--- config.mk ---
export PLATFORM = sky130hd
export DESIGN_NAME = gcd_arbiter
export DESIGN_NICKNAME = d
export VERILOG_FILES = /design/src/rtl/gcd_arbiter.sv
export SDC_FILE = /design/constraint.sdc
export NUM_CORES = 1
export LEC_CHECK = 0
export ABC_AREA = 1
export BUFFER_PORTS_ARGS = -buffer_cell sky130_fd_sc_hd__buf_2
export CAP_MARGIN = 5
export CORE_AREA = 2 2 303 305
export CTS_CLUSTER_SIZE = 10
export DETAILED_ROUTE_END_ITERATION = 7
export DIE_AREA = 0 0 305 307
export HOLD_SLACK_MARGIN = 0.08
export REMOVE_ABC_BUFFERS = 1
export SYNTH_ARGS = -nofsm -noshare
export SYNTH_HDL_FRONTEND = slang
export SYNTH_SLANG_ARGS = --single-unit
export TNS_END_PERCENT = 10
--- constraint.sdc ---
create_clock -name clock -period 1.7 [get_ports clock]
set_input_delay 0.085 -clock clock [delete_from_list [all_inputs] [get_ports clock]]
set_output_delay 0.085 -clock clock [all_outputs]
set_load 0.03 [all_outputs]
--- src/rtl/gcd_arbiter.sv ---
// gcd_arbiter
//   Shares a single external GCD engine among N_REQ requesters. One request is
//   accepted at a time through a round-robin grant. The arbiter drives the
//   engine's operands and load pulse, waits for the engine's valid flag and
//   returns the result tagged with the requester id. A watchdog aborts a run
//   that takes MAX_CYCLES cycles in RUN and reports a timeout with result 0.
//
// Ports
//   clock, reset          single clock, synchronous active-high reset
//   req_valid/req_ready   per-requester handshake, req_ready is one-hot in IDLE
//   req_a/req_b           packed signed operands, slice i belongs to requester i
//   rsp_valid/rsp_ready   response handshake
//   rsp_id/rsp_result     served requester and gcd(|a|,|b|) (0 on timeout)
//   rsp_timeout           run aborted by the watchdog
//   gcd_a/gcd_b/gcd_load  registered operands and one-cycle load pulse to engine
//   gcd_is_valid/gcd_result  engine status and result
//   busy                  high in every state except IDLE
module gcd_arbiter #(
    parameter int N_REQ      = 4,
    parameter int DATA_W     = 63,
    parameter int MAX_CYCLES = 4096
) (
    input  logic                       clock,
    input  logic                       reset,
    input  logic [N_REQ-1:0]           req_valid,
    output logic [N_REQ-1:0]           req_ready,
    input  logic [N_REQ*DATA_W-1:0]    req_a,
    input  logic [N_REQ*DATA_W-1:0]    req_b,
    output logic                       rsp_valid,
    input  logic                       rsp_ready,
    output logic [$clog2(N_REQ)-1:0]   rsp_id,
    output logic [DATA_W-1:0]          rsp_result,
    output logic                       rsp_timeout,
    output logic [DATA_W-1:0]          gcd_a,
    output logic [DATA_W-1:0]          gcd_b,
    output logic                       gcd_load,
    input  logic                       gcd_is_valid,
    input  logic [DATA_W-1:0]          gcd_result,
    output logic                       busy
);

    localparam int ID_W  = $clog2(N_REQ);
    localparam int CNT_W = $clog2(MAX_CYCLES);

    typedef enum logic [2:0] {
        S_IDLE,
        S_LOAD,
        S_SETTLE,
        S_RUN,
        S_RESP
    } state_t;

    state_t              state_q, state_d;
    logic [ID_W-1:0]     rr_ptr_q, rr_ptr_d;
    logic [ID_W-1:0]     id_q, id_d;
    logic [CNT_W-1:0]    counter_q, counter_d;
    logic [DATA_W-1:0]   gcd_a_q, gcd_a_d;
    logic [DATA_W-1:0]   gcd_b_q, gcd_b_d;
    logic                gcd_load_q, gcd_load_d;
    logic                rsp_valid_q, rsp_valid_d;
    logic [ID_W-1:0]     rsp_id_q, rsp_id_d;
    logic [DATA_W-1:0]   rsp_result_q, rsp_result_d;
    logic                rsp_timeout_q, rsp_timeout_d;

    // Request vector rotated so that position 0 is the requester at rr_ptr.
    logic [ID_W-1:0]     rot_idx [N_REQ];
    logic [N_REQ-1:0]    rot_valid;
    logic [DATA_W-1:0]   a_slice [N_REQ];
    logic [DATA_W-1:0]   b_slice [N_REQ];
    logic                grant_found;
    logic [ID_W-1:0]     grant_idx;

    genvar gi;
    generate
        for (gi = 0; gi < N_REQ; gi++) begin : g_req
            logic [ID_W:0] sum;
            assign sum          = {1'b0, rr_ptr_q} + (ID_W+1)'(gi);
            assign rot_idx[gi]  = (sum >= (ID_W+1)'(N_REQ)) ? ID_W'(sum - (ID_W+1)'(N_REQ))
                                                            : ID_W'(sum);
            assign rot_valid[gi] = req_valid[rot_idx[gi]];
            assign a_slice[gi]   = req_a[gi*DATA_W +: DATA_W];
            assign b_slice[gi]   = req_b[gi*DATA_W +: DATA_W];
        end
    endgenerate

    // Scan downward so the lowest rotated position (closest to rr_ptr) wins.
    always_comb begin
        grant_found = 1'b0;
        grant_idx   = '0;
        for (int k = N_REQ - 1; k >= 0; k--) begin
            if (rot_valid[k]) begin
                grant_found = 1'b1;
                grant_idx   = rot_idx[k];
            end
        end
    end

    // Accept is combinational and only offered while IDLE; suppressed during
    // reset so a request is never acknowledged on a cycle that gets discarded.
    always_comb begin
        req_ready = '0;
        if (state_q == S_IDLE && grant_found && !reset) begin
            req_ready[grant_idx] = 1'b1;
        end
    end

    always_comb begin
        state_d       = state_q;
        rr_ptr_d      = rr_ptr_q;
        id_d          = id_q;
        counter_d     = counter_q;
        gcd_a_d       = gcd_a_q;
        gcd_b_d       = gcd_b_q;
        gcd_load_d    = 1'b0;
        rsp_valid_d   = rsp_valid_q;
        rsp_id_d      = rsp_id_q;
        rsp_result_d  = rsp_result_q;
        rsp_timeout_d = rsp_timeout_q;
        case (state_q)
            S_IDLE: begin
                if (grant_found) begin
                    gcd_a_d    = a_slice[grant_idx];
                    gcd_b_d    = b_slice[grant_idx];
                    id_d       = grant_idx;
                    gcd_load_d = 1'b1;
                    state_d    = S_LOAD;
                end
            end
            S_LOAD: begin
                state_d = S_SETTLE;
            end
            S_SETTLE: begin
                // The engine's valid flag can still reflect the previous job here.
                counter_d = '0;
                state_d   = S_RUN;
            end
            S_RUN: begin
                if (gcd_is_valid) begin
                    rsp_result_d  = gcd_result;
                    rsp_timeout_d = 1'b0;
                    rsp_valid_d   = 1'b1;
                    rsp_id_d      = id_q;
                    state_d       = S_RESP;
                end else if (counter_q == CNT_W'(MAX_CYCLES - 1)) begin
                    rsp_result_d  = '0;
                    rsp_timeout_d = 1'b1;
                    rsp_valid_d   = 1'b1;
                    rsp_id_d      = id_q;
                    state_d       = S_RESP;
                end else begin
                    counter_d = counter_q + CNT_W'(1);
                end
            end
            S_RESP: begin
                if (rsp_ready) begin
                    rsp_valid_d = 1'b0;
                    rr_ptr_d    = (id_q == ID_W'(N_REQ - 1)) ? '0 : id_q + ID_W'(1);
                    state_d     = S_IDLE;
                end
            end
            default: begin
                state_d = S_IDLE;
            end
        endcase
    end

    always_ff @(posedge clock) begin
        if (reset) begin
            state_q       <= S_IDLE;
            rr_ptr_q      <= '0;
            id_q          <= '0;
            counter_q     <= '0;
            gcd_a_q       <= '0;
            gcd_b_q       <= '0;
            gcd_load_q    <= 1'b0;
            rsp_valid_q   <= 1'b0;
            rsp_id_q      <= '0;
            rsp_result_q  <= '0;
            rsp_timeout_q <= 1'b0;
        end else begin
            state_q       <= state_d;
            rr_ptr_q      <= rr_ptr_d;
            id_q          <= id_d;
            counter_q     <= counter_d;
            gcd_a_q       <= gcd_a_d;
            gcd_b_q       <= gcd_b_d;
            gcd_load_q    <= gcd_load_d;
            rsp_valid_q   <= rsp_valid_d;
            rsp_id_q      <= rsp_id_d;
            rsp_result_q  <= rsp_result_d;
            rsp_timeout_q <= rsp_timeout_d;
        end
    end

    assign rsp_valid   = rsp_valid_q;
    assign rsp_id      = rsp_id_q;
    assign rsp_result  = rsp_result_q;
    assign rsp_timeout = rsp_timeout_q;
    assign gcd_a       = gcd_a_q;
    assign gcd_b       = gcd_b_q;
    assign gcd_load    = gcd_load_q;
    assign busy        = (state_q != S_IDLE);

endmodule

==> results.json <==
{
  "outcome": "finished with violations",
  "violations": "negative setup slack",
  "grt_pass1_wl_mm": 125,
  "slew_violations": 0,
  "nNetsFinal": 4266,
  "yosys.area.top_type_share_pct": 32.5,
  "avgSynthCellArea_um2": 5.82,
  "worst_pin_slew_ps": 753,
  "setup_ws_ps": -750,
  "worstPathRequired_ps": 1620,
  "rows": 111,
  "grt_max_degree": 69,
  "via_per_inst": 4.31,
  "max_stage_delay_ps": 430,
  "numCtsBuffers": 29,
  "power.share.sequential_pct": 28.8,
  "ios": 774,
  "track_usage_pct": 17.4,
  "hold_viol_final": 0,
  "drc_errors": 0,
  "grt_remaining_overflow": 0,
  "path_clk_slew_ps": 60,
  "dpl.cell_count": 4207,
  "cts_tree": "done",
  "initial_core_util_pct": 14.5,
  "die_area_um2": 93600,
  "io_buffer_count": 773,
  "die_w_um": 305,
  "clock_latency_ps": 610,
  "antenna_left": 0,
  "drt_iter0_markers": 1932,
  "seqCellArea_um2": 4270,
  "power_density_nw_per_um2": 721,
  "crit_path_start_kind": "flop",
  "cts_sinks": 213,
  "dp_hpwl_mm": 55.9,
  "synthTopCellsByCount": "1041 x nand2_1, 321 x nand3_1, 213 x dfxtp_1",
  "setup_violations": 134,
  "synth_edf_count": 0,
  "syn_inst": 2254,
  "synthDistinctLibCells": 28,
  "rsz0062_at_grt": "true",
  "period_needed_ps": 2450,
  "swShare_pct": 36.5,
  "fillers": 9408,
  "worst_ir_drop_vdd_v": 0.000776,
  "antenna_found_initial": 18,
  "period_share_pct": 144,
  "cts_root_buf": "clkbuf_16",
  "leakage_nw": 14.5,
  "clkPwrFrac_pct": 30.2,
  "netlist_area_um2": 13100,
  "worst_hold_path_type": "primary input to flop",
  "synth_sequential_area_ratio_pct": 32.5,
  "crit_type": "flop to output port",
  "wl_per_cell_um": 18.1,
  "power_mw": 20.2,
  "skew_ps": 15.3,
  "ys_warn_count": 0,
  "ctsLongestPathBuffers": 3,
  "cp-end-kind": "output port",
  "die_h_um": 307,
  "synth_area_leaders": "dfxtp_1 32%, nand2_1 30%, nand3_1 12%",
  "cp_slowest_cell": "dfxtp_4",
  "multi_input_area_um2": 7900,
  "placed_area_um2": 19400,
  "max-cap-violations": 0,
  "routed_wl_mm": 88.5,
  "p_switching_mw": 7.39,
  "firstDrtPassIters": 6,
  "relSlewSlack_pct": 49.8,
  "crit_fanout": 8,
  "synthArstFlopShare_pct": 0,
  "core_um2": 90700,
  "syn_to_final_growth_pct": 114,
  "yosysTopAreaCell": "dfxtp_1",
  "crit_chain": "nand2_1, nand2_4, nand2_2, nand3_1, nand3_1, nand2_2, nand2_8, buf_6, buf_4, nor3_4, buf_6",
  "internal-power_mw": 12.8,
  "synth_flop_cell": "dfxtp_1",
  "routabilityCongestion": 0.955,
  "synth_seq_cells": 213,
  "crit_arrival_ps": 2370,
  "drive_above_1_share_pct": 31.5,
  "design_area_um2": 28000,
  "stdcell_count": 4903,
  "clock.fmax_mhz": 408,
  "h-tree-depth": 1,
  "power_frac_comb_pct": 40.9,
  "grt_pass1_vias": 21100,
  "num_vias": 21100,
  "yosysMostFrequentCell": "nand2_1"
}
-- logic make-up after synthesis --
family / after synthesis / share of synthesized area (%)
compound gates: 127 / 5.00
buf+inv: 353 / 11.4
flops: 213 / 32.5
simple gates: 1558 / 50.8
fa+ha+maj: 2 / 0.191
xor+xnor: 1 / 0.0668
-- layout make-up --
cell class | count | share of cell area (%)
repair buffers | 1567 | 45.2
multi-input cells | 1688 | 28.2
flip-flops and latches | 213 | 15.2
well taps | 1186 | 5.29
clock buffers | 39 | 2.87
inverters | 190 | 2.65
clock inverters | 10 | 0.428
diodes | 10 | 0.0893
-- power groups by stage --
stage	combinational [mW]	clock (mW)	sequential [mW]
after CTS	7.82	6.37	5.82
final	8.28	6.12	5.83
after detailed placement	6.11	0	5.91
after global placement	6.10	0	5.92
after global routing	8.88	6.53	5.88
after floorplan	2.22	0	6.82
-- per-stage QoR --
stage	util, %	hold slack, ps	setup TNS, ps	setup slack [ps]
6_report	30.9	113	-71000	-750
5_1_grt	30.9	149	-91870	-868
4_1_cts	30.0	86.5	-51740	-833
3_5_place_dp	21.4	343	-64000	-606
3_3_place_gp	21.4	341	-62100	-606
2_1_floorplan	-	154	-885740	-5360
-- timing repair --
| action | in CTS | in global routing |
|---|---|---|
| endpoints found under the setup margin | 207 | 211 |
| endpoints found under the hold margin | 195 | 0 |
| cloned | 19 | 9 |
| resized for setup | 124 | 108 |
| buffers inserted | 15 | 26 |
| pin swaps | 7 | 49 |
| hold buffers | 569 | 0 |
-- placed cells by master, fill, tap and decap left out, types with 37 or more instances in the layout --
| cell | count |
|---|---|
| inv_1 | 179 |
| buf_12 | 44 |
| nor2_1 | 64 |
| dfxtp_1 | 211 |
| nand2_2 | 43 |
| nand2_1 | 990 |
| nand3b_1 | 100 |
| clkbuf_16 | 37 |
| buf_2 | 768 |
| nand3_1 | 287 |
| buf_4 | 116 |
| a21oi_1 | 79 |
| dlygate4sd3_1 | 569 |
-- final timing paths --
check	startpoint	cells past startpoint	to	slack, ps
max	rr_ptr_q[0]	11	req_ready[2]	-750
min	req_a[59]	8	gcd_a[59]	110
max reg2reg	rr_ptr_q[0]	19	gcd_a[5]	-660
min reg2reg	gcd_a[21]	2	gcd_a[21]	450
-- routing by layer --
metal	GRT usage (%)	up-vias	wire, um
met1	19.8	9546	34700
met3	4.09	354	7140
met2	29.6	1261	41200
li1	-	9944	-
met5	0	-	85
met4	10.2	12	5340
-- worst max-delay path, delay by kind of cell, from the launching register on --
family | cells | cell delay [ps]
buf+inv | 3 | 490
simple gates | 8 | 810
flops | 1 | 430
-- sequential cells by signal, summed over array words and instances, names as in the netlist, 2 cells and up --
name and count:
rsp_result 63, gcd_b 63, rr_ptr_q 2, counter_q 12
id_q 2, rsp_id 2, gcd_a 63, state_q 3
No activity file was read; power rests on OpenSTA's default activity.
